File: config.mk
export PLATFORM = sky130hd
export DESIGN_NAME = display_router_flat
export DESIGN_NICKNAME = d
export VERILOG_FILES = /design/src/rtl/display_router_if.sv /design/src/rtl/display_router.sv /design/src/flat_wrapper.sv
export SDC_FILE = /design/constraint.sdc
export NUM_CORES = 1
export LEC_CHECK = 0
export CAP_MARGIN = 10
export CORE_AREA = 2 2 194 196
export CTS_CLUSTER_DIAMETER = 50
export CTS_CLUSTER_SIZE = 8
export DETAILED_ROUTE_END_ITERATION = 10
export DIE_AREA = 0 0 196 198
export PLACE_DENSITY = 0.59
export SYNTH_ARGS = -nofsm -noshare
export SYNTH_HDL_FRONTEND = slang
export SYNTH_SLANG_ARGS = --single-unit
File: constraint.sdc
create_clock -name clk -period 8.4 [get_ports clk]
set_input_delay 0.84 -clock clk [delete_from_list [all_inputs] [get_ports clk]]
set_output_delay 0.84 -clock clk [all_outputs]
set_load 0.05 [all_outputs]
File: src/rtl/display_router_if.sv
// display_router_if - bundles the channel-select / display bus of display_router.
//   op_code   : one-hot channel select (NUM_CH bits)
//   disp_in   : NUM_CH packed display words, channel k at [k*DIGITS*5 +: DIGITS*5]
//   display   : registered display word, digit d at [d*5 +: 5]
//   sel_valid : high only while a channel is being shown
//   sel_idx   : index of the last accepted channel
// Modports: master drives op_code/disp_in, slave (the router) drives the outputs.
interface display_router_if #(
  parameter int NUM_CH = 11,
  parameter int DIGITS = 8
);
  localparam int W     = DIGITS * 5;
  localparam int IDX_W = $clog2(NUM_CH);

  logic [NUM_CH-1:0]   op_code;
  logic [NUM_CH*W-1:0] disp_in;
  logic [W-1:0]        display;
  logic                sel_valid;
  logic [IDX_W-1:0]    sel_idx;

  modport master (output op_code, disp_in, input display, sel_valid, sel_idx);
  modport slave  (input op_code, disp_in, output display, sel_valid, sel_idx);
endinterface

File: src/rtl/display_router.sv
// display_router - routes one of NUM_CH 7-seg source words to a shared display.
//   An op_code change blanks the display and must stay stable for SETTLE_CYCLES
//   edges before it is accepted. A one-hot code shows that channel (registered,
//   1-cycle latency from disp_in); a zero or multi-hot code shows the "Err" word.
// Ports:
//   clk   : rising-edge clock
//   reset : synchronous, active-high
//   bus   : display_router_if.slave (op_code, disp_in in; display, sel_valid, sel_idx out)
// Optional feature macro: DISPLAY_ROUTER_BLINK_EN
//   Defined  : the Err word blinks (Err / blank) with half-period BLINK_CYCLES.
//   Undefined: steady Err word, no blink counter, BLINK_CYCLES unused.
module display_router #(
  parameter int NUM_CH        = 11,
  parameter int DIGITS        = 8,
  parameter int SETTLE_CYCLES = 4,
  parameter int ERR_POS       = 3,
  parameter int BLINK_CYCLES  = 50000000
) (
  input logic             clk,
  input logic             reset,
  display_router_if.slave bus
);
  localparam int W     = DIGITS * 5;
  localparam int IDX_W = $clog2(NUM_CH);
  localparam int CNT_W = $clog2(SETTLE_CYCLES + 1);

  localparam logic [W-1:0] BLANK_WORD = '1;

  function automatic logic [W-1:0] mk_err_word();
    logic [W-1:0] w;
    w = '1;
    w[(ERR_POS+2)*5 +: 5] = 5'b01011;
    w[(ERR_POS+1)*5 +: 5] = 5'b01010;
    w[ERR_POS*5     +: 5] = 5'b01101;
    return w;
  endfunction

  localparam logic [W-1:0] ERR_WORD = mk_err_word();

  typedef enum logic [1:0] {SETTLE, SHOW, ERR} state_t;

  state_t           state, state_n;
  logic [CNT_W-1:0] cnt, cnt_n;
  logic [NUM_CH-1:0] op_q;
  logic [W-1:0]     display_q, display_n;
  logic             sel_valid_q, sel_valid_n;
  logic [IDX_W-1:0] sel_idx_q, sel_idx_n;

  logic             chg;
  logic             op_onehot;
  logic [IDX_W-1:0] op_idx, slice_idx;
  logic [W-1:0]     slice;

  assign chg       = (bus.op_code != op_q);
  assign op_onehot = $onehot(op_q);

  always_comb begin
    op_idx = '0;
    for (int k = 0; k < NUM_CH; k++)
      if (op_q[k]) op_idx = IDX_W'(k);
  end

  // In SHOW the accepted index drives the mux; on SHOW entry it is the index
  // being accepted this edge.
  assign slice_idx = (state == SHOW) ? sel_idx_q : op_idx;

  always_comb begin
    slice = '0;
    for (int k = 0; k < NUM_CH; k++)
      if (IDX_W'(k) == slice_idx) slice = bus.disp_in[k*W +: W];
  end

`ifdef DISPLAY_ROUTER_BLINK_EN
  localparam int BLINK_W = (BLINK_CYCLES > 1) ? $clog2(BLINK_CYCLES) : 1;
  logic [BLINK_W-1:0] blink_cnt, blink_cnt_n;
  logic               blink_ph, blink_ph_n;  // 1 = blank half of the blink
`endif

  always_comb begin
    state_n     = state;
    cnt_n       = cnt;
    display_n   = display_q;
    sel_valid_n = sel_valid_q;
    sel_idx_n   = sel_idx_q;
`ifdef DISPLAY_ROUTER_BLINK_EN
    blink_cnt_n = blink_cnt;
    blink_ph_n  = blink_ph;
`endif
    if (chg) begin
      // Any op_code change restarts the settle window, whatever the state.
      state_n     = SETTLE;
      cnt_n       = '0;
      display_n   = BLANK_WORD;
      sel_valid_n = 1'b0;
    end else begin
      unique case (state)
        SETTLE: begin
          if (cnt < CNT_W'(SETTLE_CYCLES - 1)) begin
            cnt_n = cnt + 1'b1;
          end else if (op_onehot) begin
            state_n     = SHOW;
            sel_idx_n   = op_idx;
            display_n   = slice;
            sel_valid_n = 1'b1;
          end else begin
            state_n   = ERR;
            display_n = ERR_WORD;
`ifdef DISPLAY_ROUTER_BLINK_EN
            blink_cnt_n = '0;
            blink_ph_n  = 1'b0;
`endif
          end
        end
        SHOW: display_n = slice;
        ERR: begin
`ifdef DISPLAY_ROUTER_BLINK_EN
          if (blink_cnt == BLINK_W'(BLINK_CYCLES - 1)) begin
            blink_cnt_n = '0;
            blink_ph_n  = ~blink_ph;
          end else begin
            blink_cnt_n = blink_cnt + 1'b1;
          end
          display_n = blink_ph_n ? BLANK_WORD : ERR_WORD;
`else
          display_n = ERR_WORD;
`endif
        end
        default: state_n = SETTLE;
      endcase
    end
  end

  always_ff @(posedge clk) begin
    if (reset) begin
      state       <= SETTLE;
      cnt         <= '0;
      op_q        <= '0;
      display_q   <= BLANK_WORD;
      sel_valid_q <= 1'b0;
      sel_idx_q   <= '0;
`ifdef DISPLAY_ROUTER_BLINK_EN
      blink_cnt   <= '0;
      blink_ph    <= 1'b0;
`endif
    end else begin
      state       <= state_n;
      cnt         <= cnt_n;
      op_q        <= bus.op_code;
      display_q   <= display_n;
      sel_valid_q <= sel_valid_n;
      sel_idx_q   <= sel_idx_n;
`ifdef DISPLAY_ROUTER_BLINK_EN
      blink_cnt   <= blink_cnt_n;
      blink_ph    <= blink_ph_n;
`endif
    end
  end

  assign bus.display   = display_q;
  assign bus.sel_valid = sel_valid_q;
  assign bus.sel_idx   = sel_idx_q;
endmodule

File: src/flat_wrapper.sv
// flat-port wrapper written by rule: the top's interface ports become plain ports
module display_router_flat 
#(
  parameter int NUM_CH        = 11,
  parameter int DIGITS        = 8,
  parameter int SETTLE_CYCLES = 4,
  parameter int ERR_POS       = 3,
  parameter int BLINK_CYCLES  = 50000000
)
  (clk, reset, bus_op_code, bus_disp_in, bus_display, bus_sel_valid, bus_sel_idx);
  display_router_if #(.NUM_CH(NUM_CH), .DIGITS(DIGITS)) bus_i ();
  input logic clk;
  input logic reset;
  input wire logic [$bits(bus_i.op_code)-1:0] bus_op_code;
  input wire logic [$bits(bus_i.disp_in)-1:0] bus_disp_in;
  output wire logic [$bits(bus_i.display)-1:0] bus_display;
  output wire logic [$bits(bus_i.sel_valid)-1:0] bus_sel_valid;
  output wire logic [$bits(bus_i.sel_idx)-1:0] bus_sel_idx;
  assign bus_i.op_code = bus_op_code;
  assign bus_i.disp_in = bus_disp_in;
  assign bus_display = bus_i.display;
  assign bus_sel_valid = bus_i.sel_valid;
  assign bus_sel_idx = bus_i.sel_idx;
  display_router #(.NUM_CH(NUM_CH), .DIGITS(DIGITS), .SETTLE_CYCLES(SETTLE_CYCLES), .ERR_POS(ERR_POS), .BLINK_CYCLES(BLINK_CYCLES)) u_core (.clk(clk), .reset(reset), .bus(bus_i));
endmodule
==> impl_metrics.yaml <==
place:
  place_congestion: 0.908
  port_buffers: 497
  hpwl_um: 34500
clock_network:
  cts_buffer_depth: 2
  cts_root_buf: "clkbuf_16"
  clk_latency_ps: 340
  htreeDepth: 3
  tritoncts: "done"
  path_clk_slew_ps: 70
  cts_sinks: 61
  cts_buffers: 9
  cts_hold_buf: 0
  cts_setup_buffers: 0
  ctsResizeCount: 0
timing:
  grt_setup_unrepaired: "no"
  tightest_slew_ps: 1100
  setup-violations-final: 0
  final-hold-violation-count: 0
  drv_slew: 0
  slew_headroom: 0.270
  tns_ps: 0
  period_share: 0.564
  whs_ps: 450
  finClkSkew_ps: 12.3
  timing.fmax_mhz: 211
  period_minus_slack_ps: 4740
synthesis:
  synth_fp_nets: 1366
  avgSynthCellArea_um2: 7.45
  synth_most_common_cell: "nand2_1"
  syn_area_mm2: 0.00663
  synth_edf_count: 0
  synthArstFlopShare: 0
  synth_cells: 891
  ys_seq_area_frac: 0.184
  ys_ff_latch: 61
  synthTopCellsByArea: "dfxtp_1, a221oi_1, a21oi_1, nand2_1, o221ai_1"
  ys_types: 73
  synth-main-ff-cell: "dfxtp_1"
  synth_top_area_frac: 0.184
  yosysTopAreaCell: "dfxtp_1"
  yosys-top-cells-count: "nand2_1, a21oi_1, nor2_1, dfxtp_1, a221oi_1"
  ys.warnings.count: 0
floorplanning:
  die_height_um: 198
  rows: 71
  dieArea_mm2: 0.0388
  die_w_um: 196
  start_util: 0.180
  num_io_pins: 498
  core_mm2: 0.0370
layout:
  fillCellCount: 3916
  syn_to_final_growth_pct: 86.1
  fin_nets: 1806
  drive_gt1_frac: 0.0614
setup_path:
  crit_required_ps: 8650
  cp.arrival_ps: 5000
  crit_fanout: 6
  setup.worst_path.start_class: "flip-flop"
  critical_path_class: "reg2reg"
  cp-end-kind: "flip-flop"
routing:
  vias: 9606
  wl_per_cell_um: 25.2
  drt_iter0_drc: 717
  drc: 0
  drtAntennaViolNets: 0
  wirelength_um: 45600
  viasPerCell: 5.31
  firstDrtPassIters: 5
pwr:
  vdd_drop_max_mv: 0.0825
  p_clk_frac: 0.318
  powerDensity_mw_per_mm2: 115
  power_frac_comb: 0.473
  seqPwrFrac: 0.209
  p_leak_nw: 4.30
  swShare: 0.363
  switching_power_mw: 0.515
  p_int_mw: 0.902
global_routing:
  track_usage: 0.222
  grt_max_degree: 74
  grt_first_pass_wirelength_um: 63700
  grt_pass1_vias: 9707
  overflow: 0
  antenna_found_initial: 1
hold_path:
  min_path_type: "reg2reg"
run:
  maxCapViolCount: 0
status:
  status: "completed"
## routing by layer
layer	track usage	up-vias	share of wire
li1	-	4367	-
met1	0.269	4605	0.40
met2	0.378	555	0.47
met3	0.0601	79	0.094
met4	0.0788	0	0.032
met5	0	-	0
## critical path, stage by stage (launching register included)
cell,delay [ps]
dfxtp_1,390
inv_1,60
ha_1,270
inv_1,50
fa_1,370
inv_1,80
fa_1,440
fa_1,490
ha_1,140
inv_1,50
fa_1,430
xor2_1,150
nand4b_1,200
o21ai_0,470
and2_1,380
o221ai_1,190
a221o_1,300
o221ai_1,200
## power by group through the flow
stage	combinational (mW)	clock [mW]	sequential, mW
after floorplan	0.307	0	0.301
after global placement	0.662	0	0.303
after detailed placement	0.669	0	0.303
after CTS	0.672	0.462	0.297
after global routing	0.721	0.475	0.297
final	0.670	0.451	0.297
## per-stage QoR
stage	cells	worst slack (ps)	power, mW	utilization	cell area [um2]
floorplan	891	4300	0.608	-	6630
global placement	1794	3770	0.965	0.325	12000
detailed placement	1794	3640	0.972	0.325	12000
CTS	1809	3610	1.43	0.334	12300
global route	1809	3380	1.49	0.334	12300
finish	1810	3660	1.42	0.334	12300
## layout make-up
| class | instances | area [um2] | share of cell area |
|---|---|---|---|
| clock inverter | 3 | 67.6 | 0.00547 |
| sequential | 61 | 1220 | 0.0989 |
| timing repair buffer | 517 | 5120 | 0.415 |
| tap | 474 | 593 | 0.0480 |
| multi-input combinational | 721 | 4990 | 0.404 |
| antenna | 1 | 2.50 | 0.000203 |
| inverter | 21 | 78.8 | 0.00639 |
| clock buffer | 12 | 267 | 0.0216 |
## placed cells by master, fill, tap and decap left out, drive strengths merged, types with 12 or more instances in the layout
| cell type | Yosys | final |
|---|---|---|
| a22oi | 27 | 27 |
| nor2b | 15 | 15 |
| mux2i | 19 | 19 |
| buf | 43 | 20 |
| a211oi | 21 | 21 |
| nand3 | 21 | 21 |
| o211ai | 12 | 12 |
| nand2 | 90 | 90 |
| o31ai | 20 | 20 |
| o221ai | 36 | 36 |
| dfxtp | 61 | 61 |
| ha | 16 | 16 |
| nor3 | 37 | 37 |
| o21ai | 37 | 37 |
| inv | 21 | 21 |
| a221oi | 56 | 56 |
| a21oi | 87 | 87 |
| nor2 | 68 | 68 |
| a22o | 22 | 22 |
| o21a | 17 | 17 |
| clkbuf | 45 | 12 |
| xor2 | 12 | 12 |
| o221a | 15 | 15 |
| clkdlybuf4s50 | 0 | 497 |
## sequential cells by signal, indices dropped and copies added, names as in the netlist
name	flops
u_core.bus.sel_valid	1
u_core.bus.display	40
u_core.cnt	3
u_core.bus.sel_idx	4
u_core.op_q	11
u_core.state	2
## cells by family (layout without fill, tap and decap cells)
| logic type | after synthesis | in the layout | share of synthesized area |
|---|---|---|---|
| AO/OA/AOI/OAI | 403 | 403 | 0.459 |
| AND/OR/NAND/NOR | 262 | 262 | 0.186 |
| buffers and inverters | 109 | 553 | 0.0736 |
| adder cells (fa/ha/maj) | 22 | 22 | 0.0483 |
| multiplexers | 21 | 21 | 0.0321 |
| XOR/XNOR | 13 | 13 | 0.0172 |
| other | 0 | 1 | 0 |
| flip-flops | 61 | 61 | 0.184 |
## worst paths after layout
check	start	end	slack, ps	depth (start not counted)
max	u_core.op_q[3]	u_core.bus.display[29]	3660	17
min	u_core.bus.sel_valid	u_core.bus.sel_valid	450	2
max reg2reg	u_core.op_q[3]	u_core.bus.display[29]	3660	17
min reg2reg	u_core.bus.sel_valid	u_core.bus.sel_valid	450	2
(Power assumes the default switching activity.)
